## config.mk

```make
export PLATFORM = sky130hd
export DESIGN_NAME = aes_round_sequencer_flat
export DESIGN_NICKNAME = d
export VERILOG_FILES = /design/src/rtl/aes_round_sequencer_if.sv /design/src/rtl/aes_round_sequencer.sv /design/src/flat_wrapper.sv
export SDC_FILE = /design/constraint.sdc
export NUM_CORES = 1
export LEC_CHECK = 0
export ABC_AREA = 1
export BUFFER_PORTS_ARGS = -buffer_cell sky130_fd_sc_hd__buf_4
export CAP_MARGIN = 40
export CORE_AREA = 2 2 211 213
export DETAILED_ROUTE_END_ITERATION = 16
export DIE_AREA = 0 0 213 215
export PLACE_DENSITY = 0.52
export SLEW_MARGIN = 20
export SYNTH_ARGS = -nofsm -noshare
export SYNTH_HDL_FRONTEND = slang
export SYNTH_SLANG_ARGS = --single-unit
```

## constraint.sdc

```tcl
create_clock -name clk -period 8.2 [get_ports clk]
set_input_delay 0.41 -clock clk [delete_from_list [all_inputs] [get_ports clk]]
set_output_delay 0.41 -clock clk [all_outputs]
set_load 0.02 [all_outputs]
```

## src/rtl/aes_round_sequencer_if.sv

```systemverilog
// ============================================================================
//  Module      : aes_round_sequencer_if
//  Description : Request, result and datapath-control bundle for the AES
//                round sequencer. The slave modport is the sequencer side;
//                the master modport is the requester / consumer / datapath.
//  Revision    : 1.0 - initial release
// ============================================================================
`default_nettype none

interface aes_round_sequencer_if;
    // Request port (bit 0 of a 128-bit block is its MSB)
    logic         req_valid;
    logic         req_ready;
    logic         req_mode;
    logic [0:127] req_data;

    // Round datapath controls and state feedback
    logic         dp_load;
    logic [0:127] dp_state_in;
    logic         dp_round_en;
    logic         dp_final;
    logic         dp_mode;
    logic [3:0]   dp_key_idx;
    logic [0:127] dp_state;

    // Result port and status
    logic         res_valid;
    logic         res_ready;
    logic [0:127] res_data;
    logic         busy;
    logic [7:0]   jobs_done;

    modport slave (
        input  req_valid, req_mode, req_data, res_ready, dp_state,
        output req_ready, dp_load, dp_state_in, dp_round_en, dp_final,
               dp_mode, dp_key_idx, res_valid, res_data, busy, jobs_done
    );

    modport master (
        output req_valid, req_mode, req_data, res_ready, dp_state,
        input  req_ready, dp_load, dp_state_in, dp_round_en, dp_final,
               dp_mode, dp_key_idx, res_valid, res_data, busy, jobs_done
    );
endinterface

`default_nettype wire

```

## src/rtl/aes_round_sequencer.sv

```systemverilog
// ============================================================================
//  Module      : aes_round_sequencer
//  Description : Walks one shared AES round datapath through a full encrypt
//                or decrypt job: load + initial AddRoundKey, Nr-1 full
//                rounds, one final round, then holds the result until the
//                consumer takes it. Round-key indices only; key expansion
//                lives outside.
//  Revision    : 1.0 - initial release
// ============================================================================
`default_nettype none

module aes_round_sequencer #(
    parameter int Nk = 4,
    parameter int Nr = Nk + 6
) (
    input  wire logic            clk,
    input  wire logic            reset,
    aes_round_sequencer_if.slave bus
);

    localparam logic [2:0] c_IDLE  = 3'd0;
    localparam logic [2:0] c_LOAD  = 3'd1;
    localparam logic [2:0] c_ROUND = 3'd2;
    localparam logic [2:0] c_FINAL = 3'd3;
    localparam logic [2:0] c_DONE  = 3'd4;

    localparam logic [3:0] c_LAST_KEY = 4'(Nr);
    localparam logic [3:0] c_LAST_RND = 4'(Nr - 1);

    logic [2:0]   r_state;
    logic [2:0]   w_nextState;
    logic [3:0]   r_rnd;
    logic [0:127] r_data;
    logic         r_mode;
    logic [0:127] r_resData;
    logic [7:0]   r_jobsDone;

    logic         w_reqReady;
    logic         w_busy;
    logic         w_load;
    logic         w_roundEn;
    logic         w_final;
    logic         w_resValid;
    logic [3:0]   w_keyIdx;

    // State register
    always_ff @(posedge clk or posedge reset) begin
        if (reset) begin
            r_state <= c_IDLE;
        end else begin
            r_state <= w_nextState;
        end
    end

    // Next-state decode; any unused encoding falls back to IDLE
    always_comb begin
        w_nextState = r_state;
        case (r_state)
            c_IDLE:  if (bus.req_valid) w_nextState = c_LOAD;
            c_LOAD:  w_nextState = c_ROUND;
            // >= rather than == so a corrupted counter cannot run past the key table
            c_ROUND: if (r_rnd >= c_LAST_RND) w_nextState = c_FINAL;
            c_FINAL: w_nextState = c_DONE;
            c_DONE:  if (bus.res_ready) w_nextState = c_IDLE;
            default: w_nextState = c_IDLE;
        endcase
    end

    // Moore control outputs, decoded from the state register only
    always_comb begin
        w_reqReady = 1'b0;
        w_busy     = 1'b1;
        w_load     = 1'b0;
        w_roundEn  = 1'b0;
        w_final    = 1'b0;
        w_resValid = 1'b0;
        w_keyIdx   = 4'd0;
        case (r_state)
            c_IDLE: begin
                w_reqReady = 1'b1;
                w_busy     = 1'b0;
            end
            c_LOAD: begin
                w_load   = 1'b1;
                w_keyIdx = r_mode ? c_LAST_KEY : 4'd0;
            end
            c_ROUND: begin
                w_roundEn = 1'b1;
                w_keyIdx  = r_mode ? (c_LAST_KEY - r_rnd) : r_rnd;
            end
            c_FINAL: begin
                w_roundEn = 1'b1;
                w_final   = 1'b1;
                w_keyIdx  = r_mode ? 4'd0 : c_LAST_KEY;
            end
            c_DONE: begin
                w_resValid = 1'b1;
            end
            default: begin
                w_busy = 1'b1;
            end
        endcase
    end

    // Round counter: starts at 1 on load, steps once per full round
    always_ff @(posedge clk or posedge reset) begin
        if (reset) begin
            r_rnd <= 4'd0;
        end else if (r_state == c_LOAD) begin
            r_rnd <= 4'd1;
        end else if (r_state == c_ROUND) begin
            r_rnd <= r_rnd + 4'd1;
        end else if (r_state == c_IDLE) begin
            r_rnd <= 4'd0;
        end
    end

    // Request capture; requests outside IDLE are ignored
    always_ff @(posedge clk or posedge reset) begin
        if (reset) begin
            r_data <= '0;
            r_mode <= 1'b0;
        end else if (r_state == c_IDLE && bus.req_valid) begin
            r_data <= bus.req_data;
            r_mode <= bus.req_mode;
        end
    end

    // Result capture and completed-job counter (wraps naturally at 8 bits)
    always_ff @(posedge clk or posedge reset) begin
        if (reset) begin
            r_resData  <= '0;
            r_jobsDone <= 8'd0;
        end else if (r_state == c_DONE) begin
            r_resData <= bus.dp_state;
            if (bus.res_ready) begin
                r_jobsDone <= r_jobsDone + 8'd1;
            end
        end
    end

    // The datapath register already holds the final-round state on the first
    // DONE cycle and stays idle throughout DONE, so it is forwarded directly
    // there; the captured copy keeps the last result visible afterwards.
    assign bus.res_data    = (r_state == c_DONE) ? bus.dp_state : r_resData;

    assign bus.req_ready   = w_reqReady;
    assign bus.busy        = w_busy;
    assign bus.dp_load     = w_load;
    assign bus.dp_round_en = w_roundEn;
    assign bus.dp_final    = w_final;
    assign bus.res_valid   = w_resValid;
    assign bus.dp_key_idx  = w_keyIdx;
    assign bus.dp_mode     = r_mode;
    assign bus.dp_state_in = r_data;
    assign bus.jobs_done   = r_jobsDone;

endmodule

`default_nettype wire
```

## src/flat_wrapper.sv

```systemverilog
// flat-port wrapper written by rule: the top's interface ports become plain ports
module aes_round_sequencer_flat 
#(
    parameter int Nk = 4,
    parameter int Nr = Nk + 6
)
  (clk, reset, bus_req_valid, bus_req_mode, bus_req_data, bus_res_ready, bus_dp_state, bus_req_ready, bus_dp_load, bus_dp_state_in, bus_dp_round_en, bus_dp_final, bus_dp_mode, bus_dp_key_idx, bus_res_valid, bus_res_data, bus_busy, bus_jobs_done);
  aes_round_sequencer_if bus_i ();
  input  wire logic clk;
  input  wire logic reset;
  input wire logic [$bits(bus_i.req_valid)-1:0] bus_req_valid;
  input wire logic [$bits(bus_i.req_mode)-1:0] bus_req_mode;
  input wire logic [$bits(bus_i.req_data)-1:0] bus_req_data;
  input wire logic [$bits(bus_i.res_ready)-1:0] bus_res_ready;
  input wire logic [$bits(bus_i.dp_state)-1:0] bus_dp_state;
  output wire logic [$bits(bus_i.req_ready)-1:0] bus_req_ready;
  output wire logic [$bits(bus_i.dp_load)-1:0] bus_dp_load;
  output wire logic [$bits(bus_i.dp_state_in)-1:0] bus_dp_state_in;
  output wire logic [$bits(bus_i.dp_round_en)-1:0] bus_dp_round_en;
  output wire logic [$bits(bus_i.dp_final)-1:0] bus_dp_final;
  output wire logic [$bits(bus_i.dp_mode)-1:0] bus_dp_mode;
  output wire logic [$bits(bus_i.dp_key_idx)-1:0] bus_dp_key_idx;
  output wire logic [$bits(bus_i.res_valid)-1:0] bus_res_valid;
  output wire logic [$bits(bus_i.res_data)-1:0] bus_res_data;
  output wire logic [$bits(bus_i.busy)-1:0] bus_busy;
  output wire logic [$bits(bus_i.jobs_done)-1:0] bus_jobs_done;
  assign bus_i.req_valid = bus_req_valid;
  assign bus_i.req_mode = bus_req_mode;
  assign bus_i.req_data = bus_req_data;
  assign bus_i.res_ready = bus_res_ready;
  assign bus_i.dp_state = bus_dp_state;
  assign bus_req_ready = bus_i.req_ready;
  assign bus_dp_load = bus_i.dp_load;
  assign bus_dp_state_in = bus_i.dp_state_in;
  assign bus_dp_round_en = bus_i.dp_round_en;
  assign bus_dp_final = bus_i.dp_final;
  assign bus_dp_mode = bus_i.dp_mode;
  assign bus_dp_key_idx = bus_i.dp_key_idx;
  assign bus_res_valid = bus_i.res_valid;
  assign bus_res_data = bus_i.res_data;
  assign bus_busy = bus_i.busy;
  assign bus_jobs_done = bus_i.jobs_done;
  aes_round_sequencer #(.Nk(Nk), .Nr(Nr)) u_core (.clk(clk), .reset(reset), .bus(bus_i));
endmodule
```

==> metrics.yaml, run 1 <==
cts.repair.resized: 0
synth_cells: 1225
peakVddDrop_v: 0.000195
maxSlewViolCount: 0
status: "complete, no violations"
syn_area_mm2: 0.0108
wl_per_cell_um: 16.8
finalCritPeriodShare: 0.445
synth_fa_ha_area_frac: 0.00464
crit_required_ns: 7.79
cts_hold_buf: 1
relSlewSlack: 0.285
drc: 0
hold-path-endpoint: "u_core.r_resData[91]"
syn_to_final_growth_pct: 54.0
synth_warnings: 0
arrival_ns: 3.24
start_util: 0.247
grt_overflow: 0
hp-start: "bus_dp_state[36]"
ios: 536
synthMuxAreaShare: 0
fin_nets: 2004
synth_xor_area_frac: 0.00406
whs_path_depth: 3
power_density_mw_per_mm2: 459
dpl.hpwl_mm: 28.9
hold_viol: 0
cts_tree: "built"
core_area_mm2: 0.0436
cts_setup_buffers: 0
leakage_nw: 9.19
grt_first_pass_wirelength_mm: 58.9
clock-sinks: 272
port_buffers: 535
setup_viol: 0
synth_nets: 1490
wl_mm: 39.8
cp-start-kind: "register"
cpPeakStageDelay_ns: 0.50
cts.root.buffer_cell: "clkbuf_16"
r2r_end: "u_core.r_resData[36]"
path_buf_inv: 4
fmaxAchievable_ghz: 0.274
first_pass_iters: 6
vias_per_cell: 4.20
synth-simple-area-share: 0.310
maxCapViolCount: 0
dieHeight_um: 215
critical_path.reg2reg.startpoint: "u_core.r_state[0]"
ant_nets: 0
crit_type: "register to primary output"
clk_pin_slew_worst_paths_ns: 0.06
grt_max_degree: 149
path_cells: "nor2_1, nand2_4, clkinv_2, buf_4, buf_16, nand2_1, nand2_1, buf_4"
ff2ff_path_depth: 7
synth_top_family_by_area: "simple AND/OR/NAND/NOR gates"
vias: 9902
htree_num_levels: 2
slowest_stage: "clkinv_2"
hp-class: "input pin to register"
die-area_mm2: 0.0458
post-route-min-period_ns: 3.65
grt_usage: 0.167
worst_pin_slew_ns: 1.07
cts_buffer_depth: 3
regToRegSetupSlack_ns: 5.55
synth_compound_area_frac: 0.00580
place_congestion: 0.804
clkLatencyLatePin_ns: 0.52
cp-end-kind: "primary output"
fin_hold_ws_ns: 0.105
cts_inserted_buffers: 34
drt_iter0_markers: 561
setup_tns_ns: 0
cp_top_family: "buffers and inverters"
synth_seq_cells: 272
final_layout_size_suffix_gt1_frac: 0.345
yosysSeqAreaShare: 0.631
grt_pass1_vias: 10000
finalClockSkew_ns: 0.0133
antenna_found_initial: 3
ys_types: 22
rsz0062_at_grt: "no"
die_width_um: 213
rows: 77
cp_max_fo: 58
avgSynthCellArea_um2: 8.81
[power breakdown]
part	internal [mW]	total, mW	leakage [nW]	switching (mW)
clock	1.01	1.61	0.595	0.596
combinational	1.42	3.76	5.22	2.34
sequential	1.98	2.26	3.37	0.278
total	4.41	7.63	9.19	3.21
[per-stage QoR]
stage / util / instance area [µm²] / power, mW / std cells / worst slack [ns]
floorplan: - / 10800 / 4.37 / 1225 / 0.295
global placement: 0.349 / 15200 / 6.01 / 2288 / 4.84
detailed placement: 0.352 / 15400 / 6.09 / 2293 / 5.04
CTS: 0.380 / 16600 / 7.74 / 2355 / 4.44
global route: 0.381 / 16600 / 8.14 / 2359 / 4.27
finish: 0.381 / 16600 / 7.63 / 2360 / 4.55
[cells in the mapped netlist, drive strengths merged]
master    n  area share
a21oi     2     0.00093
buf      55       0.032
clkbuf   16      0.0056
dfrtp   272        0.63
ha        4      0.0046
inv      22      0.0077
nand2   686        0.24
nand3   135       0.063
nand3b    2      0.0014
nor2     14      0.0056
nor3      2      0.0014
o21ai     8      0.0037
o22ai     2      0.0012
xnor2     2      0.0016
xor2      3      0.0024
[cells in the final DEF, fill, tap and decap left out]
cell,count
a21oi_1,2
buf_12,1
buf_16,6
buf_4,541
bufinv_16,4
clkbuf_1,7
clkbuf_16,37
clkbuf_8,7
clkinv_2,5
clkinv_4,2
dfrtp_1,272
diode_2,4
dlygate4sd3_1,1
ha_1,4
inv_1,19
inv_2,1
inv_8,1
nand2_1,684
nand2_4,2
nand3_1,135
nand3b_1,2
nor2_1,13
nor2_4,1
nor3_1,1
nor3_2,1
o21ai_0,8
o22ai_1,2
xnor2_1,2
xor2_1,3
[worst reg2reg max path, cell delays in order (launching register included)]
cell	delay (ns)
dfrtp_1	0.44
nor2_1	0.24
nand2_4	0.33
clkinv_2	0.52
buf_4	0.48
buf_16	0.30
nand2_1	0.15
nand2_1	0.11
[how the worst max path moves through the flow]
stage | slack (ns) | startpoint | cells past startpoint | endpoint
floorplan | 0.29 | reset | 1 | u_core.bus.dp_mode
global placement | 4.84 | u_core.r_state[0] | 7 | bus_res_data[91]
detailed placement | 5.04 | u_core.r_state[0] | 8 | bus_res_data[91]
CTS | 4.44 | u_core.r_state[0] | 8 | bus_res_data[91]
global route | 4.27 | u_core.r_state[0] | 8 | bus_res_data[91]
finish | 4.55 | u_core.r_state[0] | 8 | bus_res_data[90]
[cell type report]
cell class / count / area, µm²
Fill cell: 4518 / 27000
Sequential cell: 272 / 6810
Timing Repair Buffer: 549 / 4260
Multi-Input combinational cell: 860 / 3510
Clock buffer: 51 / 1050
Tap cell: 592 / 741
Clock inverter: 10 / 158
Inverter: 22 / 91.3
Antenna cell: 4 / 10.0
[sequential cells by signal, indices dropped and copies added, names as in the netlist]
name / cells
u_core.bus.dp_state_in: 128
u_core.r_resData: 128
u_core.bus.jobs_done: 8
u_core.r_rnd: 4
u_core.r_state: 3
u_core.bus.dp_mode: 1
[per-layer routing]
layer | global-route usage | routed length [µm] | vias to the layer above
met5 | 0 | 0 | -
met4 | 0.0660 | 1210 | 0
met3 | 0.0763 | 4690 | 53
met2 | 0.279 | 19100 | 406
met1 | 0.184 | 14800 | 4607
li1 | - | - | 4836
[kinds of logic (layout without fill, tap and decap cells)]
kind of cell,after synthesis,after routing
AOI/OAI and AO/OA,12,12
xor gates and xnor gates,5,5
adders and majority gates,4,4
buffers and inverters,93,632
DFF,272,272
other,0,4
and+or+nand+nor,839,839
Note: power is estimated with default switching activity, not from simulation.
==> run 2, diff against run 1 <==
--- a/config.mk
+++ b/config.mk
@@ -5,13 +5,13 @@
 export SDC_FILE = /design/constraint.sdc
 export NUM_CORES = 1
 export LEC_CHECK = 0
-export ABC_AREA = 1
+export ABC_AREA = 0
 export BUFFER_PORTS_ARGS = -buffer_cell sky130_fd_sc_hd__buf_4
 export CAP_MARGIN = 40
-export CORE_AREA = 2 2 211 213
+export CORE_AREA = 2 2 209 211
 export DETAILED_ROUTE_END_ITERATION = 16
-export DIE_AREA = 0 0 213 215
-export PLACE_DENSITY = 0.52
+export DIE_AREA = 0 0 211 213
+export PLACE_DENSITY = 0.53
 export SLEW_MARGIN = 20
 export SYNTH_ARGS = -nofsm -noshare
 export SYNTH_HDL_FRONTEND = slang
==> constraint.sdc (replaced) <==
create_clock -name clk -period 3.15 [get_ports clk]
set_input_delay 0.1575 -clock clk [delete_from_list [all_inputs] [get_ports clk]]
set_output_delay 0.1575 -clock clk [all_outputs]
set_load 0.02 [all_outputs]
==> run 2 against run 1 <==
Net effect: sequential power grew to 2.7 times the previous value; die area shrank 1.9%; synthesized cell count decreased by 26%; combinational power grew to 2.7 times the previous value.
==> metrics.yaml, run 2 <==
dieHeight_um: 213
fmaxAchievable_ghz: 0.384
grt_overflow: 0
port_buffers: 535
combPwrFrac: 0.500
seqCellArea_mm2: 0.00681
relSlewSlack: 0.534
die_width_um: 211
grt_pass1_vias: 10100
ys_async_sr_fraction: 1.00
cts_inserted_buffers: 34
cts_buffer_depth: 3
core_area_mm2: 0.0427
synth_warnings: 0
finalClockSkew_ns: 0.00799
ys.flop_type: "dfrtp_1"
synth_edf_count: 0
multi_input_area_mm2: 0.00339
cts.root.buffer_cell: "clkbuf_16"
drc: 0
yosysMostFrequentCell: "nand2_1"
rows: 76
synth_cells: 906
wl_per_cell_um: 16.2
syn_area_mm2: 0.0106
cts.repair.resized: 0
synth_top_area_frac: 0.643
ant_nets: 0
n_fill_cell: 3942
fin_nets: 1965
vias_per_cell: 4.18
placed_cells: 1951
yosysSeqAreaShare: 0.643
hp-class: "input pin to register"
dpl.hpwl_mm: 24.7
fin_cells: 2272
peakVddDrop_v: 0.000713
die-area_mm2: 0.0449
arrival_ns: 2.45
p_sw_mw: 7.90
worst_pin_slew_ns: 0.698
clockPowerShare: 0.198
avgSynthCellArea_um2: 11.7
final_common_cell: "buf_4"
grt_max_degree: 131
yosys.area.top_type: "dfrtp_1"
final_layout_size_suffix_gt1_frac: 0.427
post-route-min-period_ns: 2.60
crit_type: "register to primary output"
intPower_mw: 12.1
hold_viol: 0
vias: 9504
fin_hold_ws_ns: 0.0852
cts_setup_buffers: 0
status: "complete, no violations"
p_sw_frac: 0.395
cts_hold_buf: 259
finalCritPeriodShare: 0.827
cp_max_fo: 27
drt_iter0_markers: 396
cts_tree: "built"
cp-end-kind: "primary output"
leakage_nw: 9.40
synthTopCellsByArea: "dfrtp_1 (64%), nand2_1 (14%), mux2_2 (13%)"
crit_required_ns: 2.99
synth_seq_cells: 272
place_congestion: 0.752
maxCapViolCount: 0
grt_first_pass_wirelength_mm: 55.8
first_pass_iters: 4
ios: 536
antenna_found_initial: 2
synth_nets: 1171
setup_viol: 0
power_density_mw_per_mm2: 1060
ys_types: 34
power_frac_seq: 0.302
clkLatencyLatePin_ns: 0.52
maxSlewViolCount: 0
synth_common_cells: "nand2_1 (393), dfrtp_1 (272), mux2_2 (121)"
grt_usage: 0.157
wl_mm: 36.8
htree_num_levels: 2
clk_pin_slew_worst_paths_ns: 0.05
syn_to_final_growth_pct: 78.0
clock-sinks: 272
final_cell_mix: "buf_4 (538), nand2_1 (392), dfrtp_1 (272)"
rsz0062_at_grt: "no"
start_util: 0.248
cp-start-kind: "register"
==> run 2: metal layers <==
| layer | global-route usage | vias to the layer above | part of all wire |
|---|---|---|---|
| met1 | 0.177 | 4557 | 0.39 |
| li1 | - | 4511 | - |
| met2 | 0.274 | 374 | 0.50 |
| met5 | 0 | - | 0.00035 |
| met4 | 0.0537 | 2 | 0.024 |
| met3 | 0.0579 | 60 | 0.090 |
==> run 2: area by class of cell <==
type,instances,share of cell area
multi-input combinational,581,0.180
clock buffer,53,0.0576
inverter,7,0.00173
timing repair buffer,804,0.359
sequential,272,0.361
tap,546,0.0363
clock inverter,7,0.00352
antenna,2,0.000266
==> run 2: kinds of logic after synthesis <==
family                   after synthesis  share of synthesized area
AO/OA/AOI/OAI                         13                    0.00863
XOR/XNOR                              11                    0.00910
adder cells (fa/ha/maj)                4                    0.00473
buffers and inverters                 53                     0.0376
flip-flops                           272                      0.643
multiplexers                         131                      0.143
AND/OR/NAND/NOR                      422                      0.154
==> run 2: power groups by stage <==
stage                     Combinational, mW  Sequential [mW]  Clock, mW
after floorplan                        4.57             7.00          0
after global routing                   10.7             6.24       4.25
final                                  10.0             6.05       3.96
after CTS                              10.1             6.04       4.11
after detailed placement               9.79             6.09          0
after global placement                 9.71             6.04          0
==> run 2: through the flow <==
step / TNS (ns) / instance area, µm² / power, mW / worst slack [ns] / util
after global placement: 0 / 15100 / 15.8 / 0.887 / 0.353
after CTS: 0 / 18800 / 20.2 / 0.467 / 0.441
after global routing: 0 / 18800 / 21.2 / 0.310 / 0.441
final: 0 / 18800 / 20.0 / 0.546 / 0.441
after detailed placement: 0 / 15100 / 15.9 / 0.843 / 0.353
after floorplan: -163.99 / 10600 / 11.6 / -0.603 / -
==> run 2: critical path, stage by stage, from the launching register on <==
cell and delay, ns:
dfrtp_1 0.54, nor2_1 0.24, nand2_4 0.10, inv_4 0.28, buf_4 0.37, nand2_1 0.10, nand2_1 0.10, buf_4 0.15
==> run 2: worst paths after layout <==
check / start / end / slack (ns) / cells past startpoint
worst max-delay path: u_core.r_state[1] / bus_res_data[87] / 0.55 / 7
worst min-delay path: bus_req_valid / u_core.r_state[0] / 0.09 / 4
worst max register to register: u_core.r_state[1] / u_core.bus.dp_state_in[55] / 0.86 / 5
worst min register to register: u_core.bus.jobs_done[7] / u_core.bus.jobs_done[7] / 0.47 / 1
max in group asynchronous: reset / u_core.r_resData[6] / 1.99 / 4
min in group asynchronous: reset / u_core.bus.dp_state_in[86] / 0.23 / 3
==> run 3, diff against run 2 <==
--- a/config.mk
+++ b/config.mk
@@ -5,13 +5,13 @@
 export SDC_FILE = /design/constraint.sdc
 export NUM_CORES = 1
 export LEC_CHECK = 0
-export ABC_AREA = 0
+export ABC_AREA = 1
 export BUFFER_PORTS_ARGS = -buffer_cell sky130_fd_sc_hd__buf_4
 export CAP_MARGIN = 40
-export CORE_AREA = 2 2 209 211
+export CORE_AREA = 2 2 211 213
 export DETAILED_ROUTE_END_ITERATION = 16
-export DIE_AREA = 0 0 211 213
-export PLACE_DENSITY = 0.53
+export DIE_AREA = 0 0 213 215
+export PLACE_DENSITY = 0.51
 export SLEW_MARGIN = 20
 export SYNTH_ARGS = -nofsm -noshare
 export SYNTH_HDL_FRONTEND = slang
==> constraint.sdc (replaced) <==
create_clock -name clk -period 2.4 [get_ports clk]
set_input_delay 0.12 -clock clk [delete_from_list [all_inputs] [get_ports clk]]
set_output_delay 0.12 -clock clk [all_outputs]
set_load 0.02 [all_outputs]
==> run 3 against run 2 <==
Net effect: critical endpoint is now bus_res_data[96]; register-to-register slack got worse by 0.25 ns; design area increased by 1.6%; wire length increased by 17%.
==> metrics.yaml, run 3 (synthesized netlist as in run 1, its figures left out) <==
r2r_end: "u_core.bus.dp_state_in[44]"
n_fill_cell: 4223
grt_usage: 0.181
cts_setup_buffers: 0
first_pass_iters: 5
p_total_mw: 26.2
setup_viol: 0
power_density_mw_per_mm2: 1370
htree_num_levels: 2
clock-sinks: 272
final_common_cell: "nand2_1"
rows: 77
maxSlewViolCount: 0
cts_tree: "built"
startpoint: "u_core.r_state[0]"
grt_overflow: 0
vias: 11100
wl_per_cell_um: 16.4
cp-start-kind: "register"
path_cells: "nor2_2, nand2_4, inv_8, buf_4, nand2_1, nand2_1, buf_4"
hold_viol: 0
ios: 536
finalClockSkew_ns: 0.0118
core_area_mm2: 0.0436
power_frac_seq: 0.296
cts_buffer_depth: 3
cpPeakStageDelay_ns: 0.44
status: "complete, no violations"
drc: 0
p_sw_mw: 11.3
peakVddDrop_v: 0.000760
fmaxAchievable_ghz: 0.448
syn_to_final_growth_pct: 77.4
fin_nets: 2275
rsz0062_at_grt: "no"
ff2ff_path_depth: 7
maxCapViolCount: 0
cts_inserted_buffers: 35
pre_cts_ws_ns: 0.401
cts.root.buffer_cell: "clkbuf_16"
ant_nets: 0
antenna_found_initial: 0
cp-end-kind: "primary output"
worst_pin_slew_ns: 0.797
dieHeight_um: 215
p_sw_frac: 0.431
final_layout_size_suffix_gt1_frac: 0.303
grt_max_degree: 131
clk_pin_slew_worst_paths_ns: 0.06
final_cell_mix: "nand2_1 (684), buf_4 (550), dfrtp_1 (272)"
vias_per_cell: 4.23
regToRegSetupSlack_ns: 0.61
wl_mm: 43.0
fin_hold_ws_ns: 0.0923
intPower_mw: 14.9
post-route-min-period_ns: 2.23
hp-class: "input pin to async pin"
fin_ws_ns: 0.170
grt_first_pass_wirelength_mm: 64.7
die_width_um: 213
arrival_ns: 2.11
start_util: 0.247
dpl.hpwl_mm: 29.1
clockPowerShare: 0.189
drt_iter0_markers: 517
final_core_util: 0.439
die-area_mm2: 0.0458
slowest_stage: "dfrtp_1"
port_buffers: 535
cp_max_fo: 30
leakage_nw: 10.2
place_congestion: 0.852
antenna_cells: 0
grt_pass1_vias: 11700
crit_type: "register to primary output"
combPwrFrac: 0.515
clkLatencyLatePin_ns: 0.52
relSlewSlack: 0.469
crit_end: "bus_res_data[96]"
finalCritPeriodShare: 0.929
crit_required_ns: 2.28
critical_path.reg2reg.startpoint: "u_core.r_state[2]"
[run 3: area by class of cell]
| type | count | area (µm²) | share of cell area |
|---|---|---|---|
| timing repair buffer | 819 | 6930 | 0.362 |
| inverter | 22 | 93.8 | 0.00490 |
| clock buffer | 56 | 1050 | 0.0551 |
| clock inverter | 2 | 13.8 | 0.000719 |
| sequential | 272 | 6810 | 0.355 |
| multi-input combinational | 860 | 3510 | 0.184 |
| tap | 592 | 741 | 0.0387 |
[run 3: per-stage QoR]
stage | instance area [µm²] | setup TNS [ns] | std cells
after floorplan | 10800 | -357.79 | 1225
after global placement | 15500 | 0 | 2305
after detailed placement | 15500 | 0 | 2305
after CTS | 19100 | 0 | 2622
after global routing | 19100 | 0 | 2623
final | 19100 | 0 | 2623
[run 3: per-layer routing]
layer  wire length (µm)  global-route usage
met1              16800               0.203
met4               1860              0.0890
met3               4150              0.0631
met5                  0                   0
met2              20200               0.303
[run 3: worst min path at each step]
stage                           startpoint  cells past startpoint                    endpoint
after global routing                 reset                      3       u_core.r_resData[123]
final                                reset                      3       u_core.r_resData[123]
after CTS                            reset                      3       u_core.r_resData[121]
after global placement               reset                      2       u_core.r_resData[121]
after detailed placement             reset                      2       u_core.r_resData[121]
after floorplan           bus_req_data[95]                      2  u_core.bus.dp_state_in[32]
[run 3: worst max-delay path: cells and delay by family (launching register included)]
family / cells / cell delay, ns
DFF: 1 / 0.44
buffers and inverters: 3 / 0.60
and+or+nand+nor: 4 / 0.52
[run 3: repair_timing]
item,in CTS,in global routing
hold endpoints to repair,403,0
hold buffers,259,0
resized for setup,1,5
endpoints found under the setup margin,106,51
cloned,0,1
[run 3: power by group through the flow]
stage          clock network [mW]  registers (mW)  logic [mW]
2_1_floorplan                   0            8.93        6.01
3_3_place_gp                    0            7.73        13.0
3_5_place_dp                    0            7.76        13.1
4_1_cts                      5.14            7.74        13.5
5_1_grt                      5.29            8.01        14.6
6_report                     4.95            7.75        13.5
